<file path="src/rtl/alu_wb_if.sv">
// Execute->writeback handshake bundle: upstream ALU beat (in_*) and writeback port (out_*/wb_*).
// slave = the stage itself, master = the surrounding pipeline driving/consuming it.
interface alu_wb_if #(
    parameter int DATA_W = 16,
    parameter int ADDR_W = 3
) ();
    logic              in_valid;
    logic              in_ready;
    logic [DATA_W-1:0] in_result;
    logic              in_zero;
    logic              in_neg;
    logic              in_upd_flag;
    logic [ADDR_W-1:0] in_rd;
    logic              in_wr_en;
    logic              out_valid;
    logic              out_ready;
    logic [DATA_W-1:0] wb_data;
    logic [ADDR_W-1:0] wb_rd;
    logic              wb_en;

    modport slave (
        input  in_valid, in_result, in_zero, in_neg, in_upd_flag, in_rd, in_wr_en, out_ready,
        output in_ready, out_valid, wb_data, wb_rd, wb_en
    );

    modport master (
        output in_valid, in_result, in_zero, in_neg, in_upd_flag, in_rd, in_wr_en, out_ready,
        input  in_ready, out_valid, wb_data, wb_rd, wb_en
    );
endinterface

</file>
<file path="src/rtl/alu_wb_stage.sv">
// ALU->writeback stage: 2-entry skid buffer (head drives writeback) plus the architectural Z/N flags.
// Optional macro ALU_WB_FWD_EN adds fwd_valid/fwd_rd/fwd_data operand-forwarding outputs.
module alu_wb_stage #(
    parameter int DATA_W = 16,
    parameter int ADDR_W = 3
) (
    input  logic              clk,
    input  logic              rst_n,
    input  logic              flush,
    alu_wb_if.slave           bus,
`ifdef ALU_WB_FWD_EN
    output logic              fwd_valid,
    output logic [ADDR_W-1:0] fwd_rd,
    output logic [DATA_W-1:0] fwd_data,
`endif
    output logic              flag_z,
    output logic              flag_n
);
    typedef struct packed {
        logic [DATA_W-1:0] data;
        logic [ADDR_W-1:0] rd;
        logic              wr_en;
    } entry_t;

    entry_t head_q, head_d;
    entry_t skid_q, skid_d;
    logic   head_vld_q, head_vld_d;
    logic   skid_vld_q, skid_vld_d;
    logic   in_ready_q, in_ready_d;
    logic   flag_z_q, flag_z_d;
    logic   flag_n_q, flag_n_d;

    entry_t in_beat;
    logic   accept;
    logic   drain;

    assign in_beat.data  = bus.in_result;
    assign in_beat.rd    = bus.in_rd;
    assign in_beat.wr_en = bus.in_wr_en;

    assign accept = bus.in_valid & in_ready_q;
    assign drain  = head_vld_q & bus.out_ready;

    always_comb begin
        head_d     = head_q;
        skid_d     = skid_q;
        head_vld_d = head_vld_q;
        skid_vld_d = skid_vld_q;
        flag_z_d   = flag_z_q;
        flag_n_d   = flag_n_q;

        if (flush) begin
            head_vld_d = 1'b0;
            skid_vld_d = 1'b0;
        end else begin
            // Flags commit at accept so the branch unit sees them one cycle later.
            if (accept && bus.in_upd_flag) begin
                flag_z_d = bus.in_zero;
                flag_n_d = bus.in_neg;
            end

            if (!head_vld_q || drain) begin
                if (skid_vld_q) begin
                    // in_ready was low, so no accept can collide with this refill.
                    head_d     = skid_q;
                    head_vld_d = 1'b1;
                    skid_vld_d = 1'b0;
                end else begin
                    if (accept) head_d = in_beat;
                    head_vld_d = accept;
                end
            end else if (accept) begin
                skid_d     = in_beat;
                skid_vld_d = 1'b1;
            end
        end

        in_ready_d = !skid_vld_d;
    end

    always_ff @(posedge clk) begin
        if (!rst_n) begin
            head_q     <= '0;
            skid_q     <= '0;
            head_vld_q <= 1'b0;
            skid_vld_q <= 1'b0;
            in_ready_q <= 1'b1;
            flag_z_q   <= 1'b0;
            flag_n_q   <= 1'b0;
        end else begin
            head_q     <= head_d;
            skid_q     <= skid_d;
            head_vld_q <= head_vld_d;
            skid_vld_q <= skid_vld_d;
            in_ready_q <= in_ready_d;
            flag_z_q   <= flag_z_d;
            flag_n_q   <= flag_n_d;
        end
    end

    assign bus.in_ready  = in_ready_q;
    assign bus.out_valid = head_vld_q;
    assign bus.wb_data   = head_q.data;
    assign bus.wb_rd     = head_q.rd;
    assign bus.wb_en     = head_vld_q & bus.out_ready & head_q.wr_en;
    assign flag_z        = flag_z_q;
    assign flag_n        = flag_n_q;

`ifdef ALU_WB_FWD_EN
    // Skid holds the younger beat, so it takes priority for forwarding.
    always_comb begin
        fwd_valid = 1'b0;
        fwd_rd    = '0;
        fwd_data  = '0;
        if (skid_vld_q && skid_q.wr_en) begin
            fwd_valid = 1'b1;
            fwd_rd    = skid_q.rd;
            fwd_data  = skid_q.data;
        end else if (head_vld_q && head_q.wr_en) begin
            fwd_valid = 1'b1;
            fwd_rd    = head_q.rd;
            fwd_data  = head_q.data;
        end
    end
`endif
endmodule
</file>
<file path="src/flat_wrapper.sv">
// flat-port wrapper written by rule: the top's interface ports become plain ports
module alu_wb_stage_flat 
#(
    parameter int DATA_W = 16,
    parameter int ADDR_W = 3
)
  (clk, rst_n, flush, flag_z, flag_n, bus_in_valid, bus_in_result, bus_in_zero, bus_in_neg, bus_in_upd_flag, bus_in_rd, bus_in_wr_en, bus_out_ready, bus_in_ready, bus_out_valid, bus_wb_data, bus_wb_rd, bus_wb_en);
  alu_wb_if #(.DATA_W(DATA_W), .ADDR_W(ADDR_W)) bus_i ();
  input  logic clk;
  input  logic rst_n;
  input  logic flush;
  output logic flag_z;
  output logic flag_n;
  input wire logic [$bits(bus_i.in_valid)-1:0] bus_in_valid;
  input wire logic [$bits(bus_i.in_result)-1:0] bus_in_result;
  input wire logic [$bits(bus_i.in_zero)-1:0] bus_in_zero;
  input wire logic [$bits(bus_i.in_neg)-1:0] bus_in_neg;
  input wire logic [$bits(bus_i.in_upd_flag)-1:0] bus_in_upd_flag;
  input wire logic [$bits(bus_i.in_rd)-1:0] bus_in_rd;
  input wire logic [$bits(bus_i.in_wr_en)-1:0] bus_in_wr_en;
  input wire logic [$bits(bus_i.out_ready)-1:0] bus_out_ready;
  output wire logic [$bits(bus_i.in_ready)-1:0] bus_in_ready;
  output wire logic [$bits(bus_i.out_valid)-1:0] bus_out_valid;
  output wire logic [$bits(bus_i.wb_data)-1:0] bus_wb_data;
  output wire logic [$bits(bus_i.wb_rd)-1:0] bus_wb_rd;
  output wire logic [$bits(bus_i.wb_en)-1:0] bus_wb_en;
  assign bus_i.in_valid = bus_in_valid;
  assign bus_i.in_result = bus_in_result;
  assign bus_i.in_zero = bus_in_zero;
  assign bus_i.in_neg = bus_in_neg;
  assign bus_i.in_upd_flag = bus_in_upd_flag;
  assign bus_i.in_rd = bus_in_rd;
  assign bus_i.in_wr_en = bus_in_wr_en;
  assign bus_i.out_ready = bus_out_ready;
  assign bus_in_ready = bus_i.in_ready;
  assign bus_out_valid = bus_i.out_valid;
  assign bus_wb_data = bus_i.wb_data;
  assign bus_wb_rd = bus_i.wb_rd;
  assign bus_wb_en = bus_i.wb_en;
  alu_wb_stage #(.DATA_W(DATA_W), .ADDR_W(ADDR_W)) u_core (.clk(clk), .rst_n(rst_n), .flush(flush), .bus(bus_i), .flag_z(flag_z), .flag_n(flag_n));
endmodule
</file>
<file path="config.mk">
export PLATFORM = sky130hd
export DESIGN_NAME = alu_wb_stage_flat
export DESIGN_NICKNAME = d
export VERILOG_FILES = /design/src/rtl/alu_wb_if.sv /design/src/rtl/alu_wb_stage.sv /design/src/flat_wrapper.sv
export SDC_FILE = /design/constraint.sdc
export NUM_CORES = 1
export LEC_CHECK = 0
export CORE_ASPECT_RATIO = 1.75
export CORE_UTILIZATION = 49
export DETAILED_ROUTE_END_ITERATION = 7
export PLACE_DENSITY = 0.79
export SYNTH_ARGS = -nofsm -noshare
export SYNTH_HDL_FRONTEND = slang
export SYNTH_SLANG_ARGS = --single-unit
</file>
<file path="constraint.sdc">
create_clock -name clk -period 1.7 [get_ports clk]
set_input_delay 0.51 -clock clk [delete_from_list [all_inputs] [get_ports clk]]
set_output_delay 0.51 -clock clk [all_outputs]
set_load 0.005 [all_outputs]
</file>
Word level (Yosys, flattened, before mapping)
Index checks and enable logic that the tools add are counted.
- flip-flop bits (word level): 45
- bits of input ports: 28
- output and inout port bits: 24
- muxes and demuxes: 6
- bitwise operators: 6
- reductions and logical operators: 9
- operators with widths (cell ; count):
    $mux 20 ; 2
    $reduce_and 3->1 ; 2
    $mux 1 ; 4
    $and 1x1->1 ; 3
    $not 1->1 ; 3
    $logic_not 1->1 ; 2
    $reduce_and 2->1 ; 1
    $reduce_bool 2->1 ; 1
    $reduce_or 2->1 ; 1
    $logic_and 1x1->1 ; 1
    $logic_or 1x1->1 ; 1

Longest topological paths before layout
Gate-level depths: netlist (run 1).
- depth in word-level cells: 5
- depth in mapped cells: 5

Least setup slack after synthesis (run 1)
OpenSTA, ideal clock, no wires.
- path kind: input port to flip-flop
- start: in bus_out_ready
- end: reg u_core.head_q, in the netlist u_core.bus.wb_data[0]
- setup time: 120 ps
- arrival time: 1331 ps
- slack: 250 ps
- stages on the path: 5
- path buffers: 2
- cell sequence: nand2b_2 > or3b_1 > clkbuf_1 > buf_6 > mux2i_1
- cells in the longest elaborated chain, start to end: 3
- ends and longest elaborated chain (element ; line ; RTL):
    start: declaration ; flat_wrapper.sv:21 ; input wire logic [$bits(bus_i.out_ready)-1:0] bus_out_ready;
    $and 1x1->1 ; alu_wb_stage.sv:42 ; assign drain = head_vld_q & bus.out_ready;
    $logic_or 1x1->1 ; alu_wb_stage.sv:62 ; if (!head_vld_q || drain) begin
    $reduce_and 3->1 (no source line) ; -- ;
    end signal: assignment ; alu_wb_stage.sv:83 ; head_q <= '0;
    end signal: assignment ; alu_wb_stage.sv:91 ; head_q <= head_d;
    end: declaration ; alu_wb_stage.sv:25 ; entry_t head_q, head_d;
Every way passes these cells.
A chain may end at the register's enable or synchronous reset.

Final worst setup path (run 1)
- start: reg u_core.flag_z_q, in the netlist u_core.flag_z
- end: out flag_z
- RTL lines (element ; line ; RTL):
    start: declaration ; alu_wb_stage.sv:30 ; logic flag_z_q, flag_z_d;
    start signal: assignment ; alu_wb_stage.sv:96 ; flag_z_q <= flag_z_d;
    end: declaration ; flat_wrapper.sv:12 ; output logic flag_z;
No word-level cell between the ends.

==> results of run 1 <==
state kept, by name (all words and copies together), names as in the netlist:
name,flops
u_core.skid_q,20
u_core.bus.wb_rd,3
u_core.skid_vld_q,1
u_core.flag_n,1
u_core.head_q,1
u_core.bus.wb_data,16
u_core.bus.in_ready,1
u_core.flag_z,1
u_core.bus.out_valid,1
path summary, 6_finish.rpt:
check	from	endpoint	slack, ns	depth (start not counted)
max reg2reg	u_core.bus.in_ready	u_core.bus.wb_data[0]	0.40	4
min reg2reg	u_core.skid_q[2]	u_core.skid_q[2]	0.46	2
max	u_core.flag_z	flag_z	0.05	1
min	u_core.skid_q[2]	u_core.skid_q[2]	0.46	2
cells by family after synthesis:
kind of cell    share of synthesized area (%)
mux                                      29.2
flops                                    42.0
compound gates                          0.934
simple gates                             17.3
buf+inv                                  10.6
per-stage QoR:
stage | cell area (µm²) | util (%) | worst slack [ns]
2_1_floorplan | 2140 | - | 0.250
3_3_place_gp | 2600 | 62.6 | -0.421
3_5_place_dp | 2600 | 62.6 | -0.430
4_1_cts | 2710 | 65.3 | 0.00643
5_1_grt | 2720 | 65.6 | 0.00353
6_report | 2720 | 65.6 | 0.0481
layer usage:
layer | up-vias | share of wire [%]
met4 | 0 | 0.90
met1 | 719 | 42
li1 | 821 | -
met5 | - | 0
met2 | 32 | 53
met3 | 2 | 3.3
area by class of cell:
cell class / instances / area, µm²
clock inverters: 1 / 30.0
clock buffers: 7 / 86.3
repair buffers: 62 / 614
well taps: 49 / 61.3
flip-flops and latches: 45 / 905
inverters: 1 / 3.75
fillers: 339 / 1430
multi-input cells: 156 / 1020
cells in the mapped netlist, types with 2 or more instances:
cell,count
nand2_1,83
dfxtp_1,45
mux2i_1,40
mux2_2,20
buf_4,19
clkbuf_1,10
buf_2,4
a21oi_1,2
buf_6,2
nand3_1,2
nor3_1,2
o21ai_0,2
power by group:
part / switching [mW] / internal [mW] / total [mW]
Clock: 0.356 / 0.480 / 0.835
Sequential: 0.0154 / 1.09 / 1.10
Combinational: 0.108 / 0.170 / 0.277
Total: 0.479 / 1.74 / 2.21
cells in the final DEF (no fill, tap or decap), types with 2 or more instances in the layout:
| master | Yosys | layout |
|---|---|---|
| a21oi_1 | 2 | 2 |
| buf_12 | 0 | 2 |
| buf_2 | 4 | 2 |
| buf_4 | 19 | 9 |
| clkbuf_8 | 0 | 6 |
| clkdlybuf4s50_1 | 0 | 45 |
| dfxtp_1 | 45 | 42 |
| dfxtp_2 | 0 | 3 |
| dlymetal6s2s_1 | 0 | 3 |
| mux2_2 | 20 | 20 |
| mux2i_1 | 40 | 40 |
| nand2_1 | 83 | 83 |
| nand3_1 | 2 | 2 |
| o21ai_0 | 2 | 2 |
timing repair:
action | CTS | global route
gates resized for setup | 6 | 5
hold buffers | 0 | 0
pin swaps | 1 | 0
setup endpoints to repair | 2 | 5
==> results.cfg, run 1 <==
[outcome]
status = finished, final reports clean

[timing]
rsz0062_at_grt = no
timing.hold.ws_ns = 0.456
slew_viol_final = 0
fin_crit_sh_pct = 97.2
final_hold_viol_count = 0
final.setup_skew_ns = 0.00802
max_freq_ghz = 0.605
tightest_slew_ns = 0.247
setup_violations = 0
setup_tns_ns = 0
relSlewSlack_pct = 83.5
period_needed_ns = 1.65

[clock_network]
cts_sinks = 45
clock_latency_ns = 0.29
cts_setup_buffers = 0
cts_root_buffer = clkbuf_8
cts_tree = done
clk_path_buf_depth = 2
clk_pin_slew_ns = 0.09
cts.htree.levels = 2
cts_buffers = 5

[setup_path]
critPathLaunchType = flip-flop
worstSetupPathType = flip-flop to output port
path_buf_inv = 1
slowest_delay_ns = 0.51
path_delay_family = buffers and inverters
crit_fanout = 2
critical_path_arrival_ns = 1.14
critPathCaptureType = output port
cpMaxStageDelayCell = clkdlybuf4s50_1
crit_required_ns = 1.19
crit_path_cell_trace = clkdlybuf4s50_1

[global_routing]
grt_pass1_vias = 1506
grt_pass1_wl_mm = 6.24
antenna_found_initial = 0
grt_max_degree = 57
use_met3_pct = 4.76
globalRouteMet1Util_pct = 18.6
overflow = 0
grt-busiest-layer = met2
grt_util_met2_pct = 33.1
grt_usage_pct = 17.9

[synth]
yosysSeqAreaShare_pct = 42.0
synth_top_flop_cell = dfxtp_1
yosys_warnings = 0
synth_top_area_share_pct = 42.0
yosys.area.top_type = dfxtp_1
synthArstFlopShare_pct = 0
synth_area_leaders = dfxtp_1 42%, mux2i_1 19%, nand2_1 15%
synth_cells = 237
synth_edf_count = 0
yosys_register_bits = 45
syn_nets = 265
ys_types = 18
syn_area_mm2 = 0.00214
avgSynthCellArea_um2 = 9.04

[drt]
dr.pass1.iters = 4
drt_first_iter_violations = 15
vias = 1574
wl_per_cell_um = 11.8
wl_mm = 3.79
drtAntennaViolNets = 0
drc = 0
viasPerCell = 4.90

[run]
drv_cap = 0

[place]
post-dp-hpwl_mm = 2.76
io_buffers = 51
placed_cells = 313
gp_congestion = 0.703

[final_layout]
drive_above_1_share_pct = 16.5
area_delta_synth_final_pct = 27.0
finalNonFillerCells = 321
final_nets = 299
diodes = 0

[min_path]
hold_class = flip-flop to flip-flop

[pwr]
power_leakage_nw = 1.14
vdd_ir_drop_max_mv = 0.688
p_total_mw = 2.21
powerDensity_mw_per_mm2 = 813

[die]
rows = 31
ios = 52
die_x_um = 52.0
initial_core_util_pct = 51.6
fp.coreArea_mm2 = 0.00415
dieArea_mm2 = 0.00465
die_y_um = 89.5
Note: power is estimated with default switching activity, not from simulation.
==> run 2: changes to the inputs <==
CORE_MARGIN = 2   (was default)
==> run 2 against run 1 <==
Against the previous run: the run now ends with setup timing left; count of clock-buffer cells in the layout is 1 lower; final cell count is 1.9% higher; largest power group unchanged; sequential share of layout area is 1.3 points lower; fmax is 5.1% lower; first-iteration DRC count is 13% higher; flip-flop and latch count stayed put; clock power hardly changed; worst setup slack worse by 0.088 ns.
==> results.cfg, run 2 (synthesized netlist as in run 1, its figures left out) <==
[outcome]
status = finished with violations
violations = setup timing

[timing]
max_freq_ghz = 0.575
slew_viol_final = 0
rsz0062_at_grt = yes
period_needed_ns = 1.74
relSlewSlack_pct = 76.5
fin_crit_sh_pct = 102
tightest_slew_ns = 0.352
timing.hold.ws_ns = 0.458
final.setup_skew_ns = 0.00560
final_hold_viol_count = 0
fin_ws_ns = -0.0400
setup_violations = 1

[clock_network]
clk_path_buf_depth = 2
cts_sinks = 45
cts.htree.levels = 2
clk_pin_slew_ns = 0.08
clock_latency_ns = 0.29
cts_tree = done
cts_root_buffer = clkbuf_8
cts_buffers = 5

[place]
post-dp-hpwl_mm = 2.79
placed_cell_area_mm2 = 0.00261
gp_congestion = 0.692
io_buffers = 51
post-place-ws_ns = -0.451
placed_cells = 312

[min_path]
whs_path_depth = 2
hold_start = u_core.bus.wb_data[7]
hold_class = flip-flop to flip-flop
worst_hold_path.endpoint = u_core.bus.wb_data[7]

[die]
fp.coreArea_mm2 = 0.00419
rows = 31
ios = 52
die_y_um = 91.5
die_x_um = 54.0
dieArea_mm2 = 0.00494
initial_core_util_pct = 51.2

[global_routing]
antenna_found_initial = 0
grt_pass1_wl_mm = 6.45
grt_usage_pct = 17.6
grt_pass1_vias = 1514
overflow = 0
grt_max_degree = 42

[final_layout]
layout_commonest_cell = nand2_1
regMostFlops = u_core.skid_q
final_nets = 305
drive_above_1_share_pct = 19.1
final_area_mm2 = 0.00284
multi_input_area_mm2 = 0.00103
nFillCells = 337
diodes = 0
area_delta_synth_final_pct = 32.3
regArea_um2 = 905
final_cell_mix = 83 x nand2_1, 43 x clkdlybuf4s50_1, 42 x dfxtp_1, 39 x mux2i_1, 20 x mux2_2
largest_register_ffs = 20
finalNonFillerCells = 327

[pwr]
vdd_ir_drop_max_mv = 0.596
power_leakage_nw = 1.24
powerDensity_mw_per_mm2 = 785

[setup_path]
crit_start = bus_in_valid
cpMaxStageDelayCell = clkdlybuf4s50_1
critical_path_arrival_ns = 1.95
path_delay_family = buffers and inverters
rrSetupSlack_ns = 0.18
critPathLaunchType = primary input
worst_path_most_repeated_cell = buf_4
crit_fanout = 5
critPathCaptureType = flip-flop
timing.rr.end = u_core.skid_q[17]
regToRegStartpoint = u_core.bus.out_valid
crit_path_cell_trace = clkdlybuf4s50_1 > buf_4 > nand2_1 > nor3_4 > buf_4 > buf_12 > mux2i_1
reg2reg_depth = 7
crit_required_ns = 1.91
slowest_delay_ns = 0.49
worstSetupPathType = primary input to flip-flop
path_buf_inv = 4

[run]
drv_cap = 0

[drt]
vias = 1650
drtAntennaViolNets = 0
drc = 0
dr.pass1.iters = 4
drt_first_iter_violations = 17
wl_mm = 4.33
wl_per_cell_um = 13.2
viasPerCell = 5.05
[run 2: cell types whose count changed in the layout (fill, tap and decap cells not counted), moves of 2 or more]
cell / delta
buf_4: +2
clkbuf_16: +2
clkdlybuf4s50_1: -2
dlymetal6s2s_1: +2
[run 2: report_power, final]
| part | leakage, nW | internal [mW] | switching, mW | total (mW) |
|---|---|---|---|---|
| logic | 0.817 | 0.174 | 0.114 | 0.288 |
| registers | 0.366 | 1.09 | 0.0150 | 1.10 |
| clock network | 0.0574 | 0.478 | 0.360 | 0.838 |
| total | 1.24 | 1.74 | 0.489 | 2.23 |
[run 2: through the flow]
stage	total power [mW]	setup TNS, ns	utilization [%]
after floorplan	1.29	0	-
after global routing	2.32	-0.503	67.7
after CTS	2.24	0	65.0
after global placement	1.40	-9.09	62.2
final	2.23	-0.0400	67.7
after detailed placement	1.41	-10.68	62.2
[run 2: worst max-delay path by stage]
stage,end,slack (ns),depth (start not counted)
CTS,bus_in_ready,0.009,1
global placement,bus_wb_en,-0.42,3
floorplan,u_core.bus.wb_data[0],0.25,5
global route,u_core.skid_q[17],-0.09,7
detailed placement,bus_wb_en,-0.45,3
finish,u_core.skid_q[17],-0.04,7
[run 2: repair_timing]
item | 4_1_cts | 5_1_grt
hold buffers | 0 | 0
setup endpoints to repair | 3 | 14
gates resized for setup | 7 | 8
cloned | 0 | 3
pin swaps | 1 | 1
buffers inserted | 0 | 4
[run 2: layer usage]
layer	share of wire, %	wire length (µm)	vias to the layer above	global-route usage (%)
li1	-	-	837	-
met1	40	1750	779	19.0
met2	55	2370	30	30.5
met3	3.6	155	4	4.61
met4	1.3	57	0	7.71
met5	0	0	-	0
[run 2: final cells by class]
class / instances / area share [%]
inverter: 1 / 0.132
timing repair buffer: 68 / 25.2
clock inverter: 2 / 1.32
clock buffer: 6 / 2.91
multi-input combinational: 156 / 36.3
tap: 49 / 2.16
sequential: 45 / 31.9
[run 2: worst min-delay path: cells and delay by family, from the launching register on]
| kind | cells | cell delay (ns) |
|---|---|---|
| and+or+nand+nor | 1 | 0.05 |
| DFF | 1 | 0.31 |
| muxes | 1 | 0.05 |
